## config.mk

```make
export PLATFORM = sky130hd
export DESIGN_NAME = mips_multicycle_ctrl
export DESIGN_NICKNAME = d
export VERILOG_FILES = /design/src/rtl/mips_ctrl_pkg.sv /design/src/rtl/mips_multicycle_ctrl_alu_op_decode.sv /design/src/rtl/mips_multicycle_ctrl.sv
export SDC_FILE = /design/constraint.sdc
export NUM_CORES = 1
export LEC_CHECK = 0
export CAP_MARGIN = 30
export CORE_ASPECT_RATIO = 0.8
export CORE_MARGIN = 2
export CORE_UTILIZATION = 24
export CTS_CLUSTER_DIAMETER = 40
export DETAILED_ROUTE_END_ITERATION = 8
export SETUP_SLACK_MARGIN = 0.2
export SLEW_MARGIN = 40
export SYNTH_ARGS = -nofsm -noshare
export SYNTH_HDL_FRONTEND = slang
export SYNTH_SLANG_ARGS = --single-unit
```

## constraint.sdc

```tcl
create_clock -name clk -period 3.95 [get_ports clk]
set_input_delay 0.9875 -clock clk [delete_from_list [all_inputs] [get_ports clk]]
set_output_delay 0.9875 -clock clk [all_outputs]
set_load 0.05 [all_outputs]
```

## src/rtl/mips_ctrl_pkg.sv

```systemverilog
`default_nettype none
// ============================================================================
// mips_ctrl_pkg : state, ALU, opcode/funct and mux encodings for the
//                 multi-cycle MIPS controller.          Rev 1.0
// ============================================================================
package mips_ctrl_pkg;

  typedef enum logic [3:0] {
    ST_FETCH    = 4'd0,
    ST_DECODE   = 4'd1,
    ST_MEM_ADDR = 4'd2,
    ST_MEM_RD   = 4'd3,
    ST_MEM_WB   = 4'd4,
    ST_MEM_WR   = 4'd5,
    ST_EXEC_R   = 4'd6,
    ST_RTYPE_WB = 4'd7,
    ST_BRANCH   = 4'd8,
    ST_JUMP     = 4'd9,
    ST_ADDI_EX  = 4'd10,
    ST_ADDI_WB  = 4'd11,
    ST_ILLEGAL  = 4'd12,
    ST_RESET    = 4'd13
  } state_t;

  localparam logic [2:0] c_alu_and = 3'd0;
  localparam logic [2:0] c_alu_or  = 3'd1;
  localparam logic [2:0] c_alu_add = 3'd2;
  localparam logic [2:0] c_alu_sll = 3'd4;
  localparam logic [2:0] c_alu_sub = 3'd6;
  localparam logic [2:0] c_alu_slt = 3'd7;

  localparam logic [5:0] c_op_rtype = 6'h00;
  localparam logic [5:0] c_op_lw    = 6'h23;
  localparam logic [5:0] c_op_sw    = 6'h2B;
  localparam logic [5:0] c_op_beq   = 6'h04;
  localparam logic [5:0] c_op_j     = 6'h02;
  localparam logic [5:0] c_op_addi  = 6'h08;

  localparam logic [5:0] c_fn_and = 6'h24;
  localparam logic [5:0] c_fn_or  = 6'h25;
  localparam logic [5:0] c_fn_add = 6'h20;
  localparam logic [5:0] c_fn_sll = 6'h00;
  localparam logic [5:0] c_fn_sub = 6'h22;
  localparam logic [5:0] c_fn_slt = 6'h2A;

  localparam logic [1:0] c_srcb_reg    = 2'b00;
  localparam logic [1:0] c_srcb_four   = 2'b01;
  localparam logic [1:0] c_srcb_imm    = 2'b10;
  localparam logic [1:0] c_srcb_imm_sh = 2'b11;

  localparam logic [1:0] c_pcsrc_alu    = 2'b00;
  localparam logic [1:0] c_pcsrc_aluout = 2'b01;
  localparam logic [1:0] c_pcsrc_jump   = 2'b10;

endpackage
`default_nettype wire

```

## src/rtl/mips_multicycle_ctrl_alu_op_decode.sv

```systemverilog
`default_nettype none
// ============================================================================
// alu_op_decode : R-type funct field to ALU operation map.      Rev 1.0
// ============================================================================
module alu_op_decode
  import mips_ctrl_pkg::*;
#(
  parameter int FN_W = 6
) (
  input  logic [FN_W-1:0] funct,
  output logic [2:0]      alu_control,
  output logic            valid
);

  always_comb begin
    alu_control = c_alu_add;
    valid       = 1'b1;
    case (funct)
      FN_W'(c_fn_and): alu_control = c_alu_and;
      FN_W'(c_fn_or):  alu_control = c_alu_or;
      FN_W'(c_fn_add): alu_control = c_alu_add;
      FN_W'(c_fn_sll): alu_control = c_alu_sll;
      FN_W'(c_fn_sub): alu_control = c_alu_sub;
      FN_W'(c_fn_slt): alu_control = c_alu_slt;
      default:         valid       = 1'b0;
    endcase
  end

endmodule
`default_nettype wire

```

## src/rtl/mips_multicycle_ctrl.sv

```systemverilog
`default_nettype none
// ============================================================================
// mips_multicycle_ctrl : multi-cycle MIPS control FSM with retired-instruction
//                        counter.                                 Rev 1.0
// ============================================================================
module mips_multicycle_ctrl
  import mips_ctrl_pkg::*;
#(
  parameter int OP_W = 6,
  parameter int FN_W = 6
) (
  input  logic            clk,
  input  logic            rst_n,
  input  logic [OP_W-1:0] opcode,
  input  logic [FN_W-1:0] funct,
  input  logic            zero,
  input  logic            mem_ready,
  output logic [2:0]      alu_control,
  output logic            alu_src_a,
  output logic [1:0]      alu_src_b,
  output logic [1:0]      pc_source,
  output logic            pc_en,
  output logic            i_or_d,
  output logic            mem_read,
  output logic            mem_write,
  output logic            ir_write,
  output logic            reg_write,
  output logic            reg_dst,
  output logic            mem_to_reg,
  output logic            illegal_op,
  output logic [3:0]      state,
  output logic [31:0]     instr_count
);

  state_t      r_state;
  state_t      w_next_state;
  logic [31:0] r_instr_count;
  logic        w_pc_write;
  logic        w_pc_write_cond;
  logic        w_retire;
  logic [2:0]  w_fn_alu;
  logic        w_fn_valid;

  alu_op_decode #(
    .FN_W(FN_W)
  ) u_alu_op_decode (
    .funct      (funct),
    .alu_control(w_fn_alu),
    .valid      (w_fn_valid)
  );

  always_ff @(posedge clk or negedge rst_n) begin
    if (!rst_n) begin
      r_state       <= ST_RESET;
      r_instr_count <= '0;
    end else begin
      r_state <= w_next_state;
      if (w_retire)
        r_instr_count <= r_instr_count + 32'd1;
    end
  end

  always_comb begin
    w_next_state    = r_state;
    alu_control     = c_alu_add;
    alu_src_a       = 1'b0;
    alu_src_b       = c_srcb_reg;
    pc_source       = c_pcsrc_alu;
    w_pc_write      = 1'b0;
    w_pc_write_cond = 1'b0;
    i_or_d          = 1'b0;
    mem_read        = 1'b0;
    mem_write       = 1'b0;
    ir_write        = 1'b0;
    reg_write       = 1'b0;
    reg_dst         = 1'b0;
    mem_to_reg      = 1'b0;
    illegal_op      = 1'b0;
    case (r_state)
      ST_RESET: w_next_state = ST_FETCH;
      ST_FETCH: begin
        mem_read   = 1'b1;
        alu_src_b  = c_srcb_four;
        ir_write   = mem_ready;
        w_pc_write = mem_ready;
        if (mem_ready)
          w_next_state = ST_DECODE;
      end
      ST_DECODE: begin
        alu_src_b = c_srcb_imm_sh;
        case (opcode)
          OP_W'(c_op_rtype):          w_next_state = ST_EXEC_R;
          OP_W'(c_op_lw),
          OP_W'(c_op_sw):             w_next_state = ST_MEM_ADDR;
          OP_W'(c_op_beq):            w_next_state = ST_BRANCH;
          OP_W'(c_op_j):              w_next_state = ST_JUMP;
          OP_W'(c_op_addi):           w_next_state = ST_ADDI_EX;
          default:                    w_next_state = ST_ILLEGAL;
        endcase
      end
      ST_MEM_ADDR: begin
        alu_src_a    = 1'b1;
        alu_src_b    = c_srcb_imm;
        w_next_state = (opcode == OP_W'(c_op_lw)) ? ST_MEM_RD : ST_MEM_WR;
      end
      ST_MEM_RD: begin
        mem_read = 1'b1;
        i_or_d   = 1'b1;
        if (mem_ready)
          w_next_state = ST_MEM_WB;
      end
      ST_MEM_WB: begin
        reg_write    = 1'b1;
        mem_to_reg   = 1'b1;
        w_next_state = ST_FETCH;
      end
      ST_MEM_WR: begin
        mem_write = 1'b1;
        i_or_d    = 1'b1;
        if (mem_ready)
          w_next_state = ST_FETCH;
      end
      ST_EXEC_R: begin
        alu_src_a    = 1'b1;
        alu_control  = w_fn_alu;
        w_next_state = w_fn_valid ? ST_RTYPE_WB : ST_ILLEGAL;
      end
      ST_RTYPE_WB: begin
        reg_write    = 1'b1;
        reg_dst      = 1'b1;
        w_next_state = ST_FETCH;
      end
      ST_BRANCH: begin
        alu_src_a       = 1'b1;
        alu_control     = c_alu_sub;
        w_pc_write_cond = 1'b1;
        pc_source       = c_pcsrc_aluout;
        w_next_state    = ST_FETCH;
      end
      ST_JUMP: begin
        w_pc_write   = 1'b1;
        pc_source    = c_pcsrc_jump;
        w_next_state = ST_FETCH;
      end
      ST_ADDI_EX: begin
        alu_src_a    = 1'b1;
        alu_src_b    = c_srcb_imm;
        w_next_state = ST_ADDI_WB;
      end
      ST_ADDI_WB: begin
        reg_write    = 1'b1;
        w_next_state = ST_FETCH;
      end
      ST_ILLEGAL: begin
        illegal_op   = 1'b1;
        w_next_state = ST_FETCH;
      end
      default: w_next_state = ST_RESET;
    endcase
  end

  // Only completed instructions retire; ILLEGAL and RESET return to FETCH uncounted.
  always_comb begin
    w_retire = 1'b0;
    if (w_next_state == ST_FETCH) begin
      case (r_state)
        ST_MEM_WB, ST_MEM_WR, ST_RTYPE_WB,
        ST_BRANCH, ST_JUMP, ST_ADDI_WB: w_retire = 1'b1;
        default:                        w_retire = 1'b0;
      endcase
    end
  end

  assign pc_en       = w_pc_write | (w_pc_write_cond & zero);
  assign state       = r_state;
  assign instr_count = r_instr_count;

endmodule
`default_nettype wire
```

# == Yosys cells after proc, flatten, opt, wreduce, memory -nomap -nowiden ==
# Index checks and enable logic that the tools add are counted.
# word_totals
register_bits,36
latch_bits,0
ramBits,0
romBits,0
inputBits,16
out_inout_bits,53
mem_count,0
# op_classes
add_sub_neg,1
multipliers,0
div,0
magnitude_cmp,0
n_eq_ne,23
shifts,0
mux,25
bitwise_logic,2
n_reduce_logical,13
# ops
operator,count
$eq A6 B6 Y1 const B,7
$add A32 B1 Y32 const B,1
$pmux W4 S8,1
$eq A4 B4 Y1 const B,6
$pmux W4 S5,1
$eq A4 B3 Y1 const B,4
$mux W4,4
$pmux W3 S5,1
$mux W1,13
$logic_not A6 Y1,2
$reduce_or A6 Y1,2
$eq A4 B2 Y1 const B,2
$logic_not A4 Y1,2
$reduce_or A2 Y1,4
$reduce_or A7 Y1,1
$eq A6 B2 Y1 const B,1
$eq A6 B3 Y1 const B,1
$eq A6 B4 Y1 const B,1
$pmux W2 S3,1
$pmux W3 S2,1
$eq A4 B1 Y1 const B,1
$pmux W2 S2,1
$reduce_or A4 Y1,1
$mux W3,1
4 further kinds,4

# == Longest topological paths before layout ==
# logic_depth
ltp_word,7
mapped_depth,8

# == Hierarchy ==
# A second synthesis with hierarchy kept.
# hier_totals
hier_cells,239
area_unflattened_um2,2188.3
# modules_own_cells
mod,n_inst,cells_each,area_per_inst_um2
mips_multicycle_ctrl,1,225,2102.0
alu_op_decode,1,14,86.3

# == Least setup slack after synthesis ==
# No wires, ideal clock.
# synth_path
path_type,reg-to-output
start,"register r_state[3], in the netlist state[3]"
end,output port pc_en
arrival_ns,3.061
required_time_ns,2.963
setup_slack_ns,-0.099
stages_incl_launch_ff,6
cell_sequence,dfstp_2 -> clkbuf_1 -> clkbuf_1 -> nand2_1 -> nor3_1 -> a211o_1
# synth_via
elab_chain_cells,4
# synth_rtl
item,line,source
from (decl),mips_multicycle_ctrl.sv:35,state_t r_state;
from (signal assigned),mips_multicycle_ctrl.sv:57,r_state <= w_next_state;
$eq A4 B4 Y1,mips_multicycle_ctrl.sv:79,case (r_state)
$mux W1,mips_multicycle_ctrl.sv:79,
$and A1 B1 Y1,mips_multicycle_ctrl.sv:174,assign pc_en = w_pc_write | (w_pc_write_cond & zero);
$or A1 B1 Y1 *,mips_multicycle_ctrl.sv:174,
to (decl),mips_multicycle_ctrl.sv:22,"output logic pc_en,"
# Mark *: on every way between the ends. The rest lies on a longest branch, timed or not.

# == Final worst setup path ==
# layout_path
start,input port mem_ready
end,output port ir_write
# layout_via
elab_chain_cells,1
# layout_rtl
item,line,source
from (decl),mips_multicycle_ctrl.sv:17,"input logic mem_ready,"
$mux W1,mips_multicycle_ctrl.sv:79,
to (decl),mips_multicycle_ctrl.sv:26,"output logic ir_write,"
# Every way passes these cells.

==> results.json <==
{
  "fp.dieW_um": 110,
  "layout_min_cycle_time_ns": 3.61,
  "drt_iter0_markers": 118,
  "grt_pass1_wl_um": 9450,
  "cp_data_arrival_time_ns": 2.62,
  "yosysWarnings": 0,
  "fillers": 884,
  "power_density_mw_per_mm2": 578,
  "crit_required_ns": 2.96,
  "fin_nets": 320,
  "power_leakage_nw": 1.25,
  "cp-start-kind": "input pin",
  "synthFlopType": "dfrtp_1",
  "cpMostUsedCell": "clkdlybuf4s50_1",
  "cts_root_buf": "clkbuf_8",
  "vdd_drop_max_v": 0.000388,
  "die_area_mm2": 0.00972,
  "status": "complete, no violations",
  "layout.cells.non_filler": 415,
  "worst_pin_slew_ns": 0.782,
  "dp_hpwl_um": 4450,
  "tns_ns": 0,
  "die_height_um": 88.6,
  "clock_path_buffers": 2,
  "synth_edf_count": 0,
  "syn_nets": 250,
  "drive_above_1_share_pct": 8.58,
  "synth_cells": 233,
  "cts.sinks": 36,
  "setup_viol": 0,
  "synth.top_cells.by_count": "33 x dfrtp_1, 25 x nor2_1, 18 x xor2_1",
  "clkTransAtPathRegs_ns": 0.07,
  "synth.area.top_cells": "dfrtp_1 38%, xor2_1 7.3%, xnor2_1 6.1%, nor2_1 4.4%, nand3_1 4.0%",
  "numCtsBuffers": 5,
  "min_path_type": "flip-flop to flip-flop",
  "cp_max_fo": 7,
  "cap_viol_max_count": 0,
  "syn_area_mm2": 0.00215,
  "drc": 0,
  "cp-end-kind": "output pin",
  "clock_latency_ns": 0.29,
  "ant_nets": 0,
  "dp_cells": 408,
  "ys_ff_latch": 36,
  "rsz0062_at_grt": "false",
  "avgSynthCellArea_um2": 9.21,
  "port_buffers": 68,
  "cts_resized": 0,
  "slowest_stage": "clkdlybuf4s50_1",
  "grtUsageTotal_pct": 12.6,
  "vias": 1984,
  "skew_ns": 0.00452,
  "core_mm2": 0.00860,
  "start_util_pct": 25.0,
  "gp_congestion": 0.788,
  "routedWlPerCell_um": 14.4,
  "drtPass1Iterations": 4,
  "post_cts_buffers": 0,
  "worstPathCellList": "clkdlybuf4s50_1 > and3_1 > clkdlybuf4s50_1",
  "gr-total-overflow": 0,
  "ctsHoldBuffers": 0,
  "max_freq_mhz": 277,
  "grt_max_degree": 37,
  "cts_tree": "built",
  "path_class": "input pin to output pin",
  "syn2layout_area_growth_pct": 41.2,
  "synth.most_common_cell": "dfrtp_1",
  "relSlewSlack_pct": 46.5,
  "ys_async_sr_fraction_pct": 100,
  "drv_slew": 0,
  "grt_pass1_vias": 1847,
  "antenna_found_initial": 0,
  "finalWirelength_um": 5980,
  "viasPerCell": 4.78,
  "pin_count": 69,
  "cts_max_level": 2,
  "post-route-period-util_pct": 91.3,
  "seqCellArea_um2": 905,
  "fp-row-count": 30,
  "antenna_cells": 0,
  "ys_types": 51,
  "hold_viol": 0,
  "multiInputGateArea_mm2": 0.00118,
  "synth_top_area_share_pct": 38.5,
  "slowest_delay_ns": 0.80,
  "ys_seq_area_share_pct": 42.2,
  "yosysTopAreaCell": "dfrtp_1"
}
[sequential cells by signal, indices dropped and copies added, names as in the netlist]
signal,count
instr_count,32
state,4
[cell usage in the layout, fill, tap and decap left out, drive strengths merged, types with 3 or more instances in the layout]
cell type	count
o21ai	6
dfstp	3
nand3	18
xor2	18
and3	8
clkdlybuf4s50	64
clkbuf	6
buf	6
o311ai	3
nor3	16
nand2	15
nand4	11
dfrtp	33
inv	8
nor2	25
xnor2	15
nor2b	3
nor4	4
a21oi	5
nand2b	3
[cells by family after synthesis]
group	count (synthesis)	synth area share, %
simple gates	118	30.1
buf+inv	15	3.09
compound gates	28	9.51
mux	2	1.05
fa+ha+maj	1	0.583
xor+xnor	33	13.5
flops	36	42.2
[path summary, 6_finish.rpt]
path,start,endpoint,slack (ns),cells after the start
min in group asynchronous,rst_n,instr_count[21],1.11,2
setup / recovery,mem_ready,ir_write,0.34,3
setup reg to reg,state[1],instr_count[7],1.22,6
hold / removal,instr_count[30],instr_count[30],0.49,1
max in group asynchronous,rst_n,state[3],2.48,2
hold reg to reg,instr_count[30],instr_count[30],0.49,1
[layer usage]
metal / share of wire [%] / global-route usage (%)
met1: 51 / 19.0
met2: 41 / 17.1
met3: 6.4 / 3.53
met4: 1.1 / 4.03
met5: 0 / 0
[critical path: cells and delay by family]
kind / cells / cell delay (ns)
buffers and inverters: 2 / 1.40
and+or+nand+nor: 1 / 0.22
[area by class of cell]
class	count	share of cell area [%]
flip-flops and latches	36	29.9
multi-input cells	182	38.9
well taps	112	4.62
clock inverters	1	0.165
clock buffers	6	2.39
inverters	8	0.991
repair buffers	70	23.0
[power breakdown]
part	switching, W	leakage [nW]	internal [W]
Sequential	0.000112	0.463	0.000430
Combinational	0.000622	0.751	0.000337
Clock	0.000129	0.0410	0.000120
[through the flow]
stage	hold slack, ns	setup WS, ns	utilization, %	cell area (um2)	total power (W)
5_1_grt	0.507	0.303	35.3	3030	0.00185
4_1_cts	0.498	0.352	35.3	3030	0.00177
2_1_floorplan	0.692	0.401	-	2150	0.00120
6_report	0.493	0.345	35.3	3030	0.00175
3_3_place_gp	0.461	0.396	34.4	2950	0.00150
3_5_place_dp	0.488	0.357	34.4	2950	0.00151
Power figures use the tool's default switching activity.
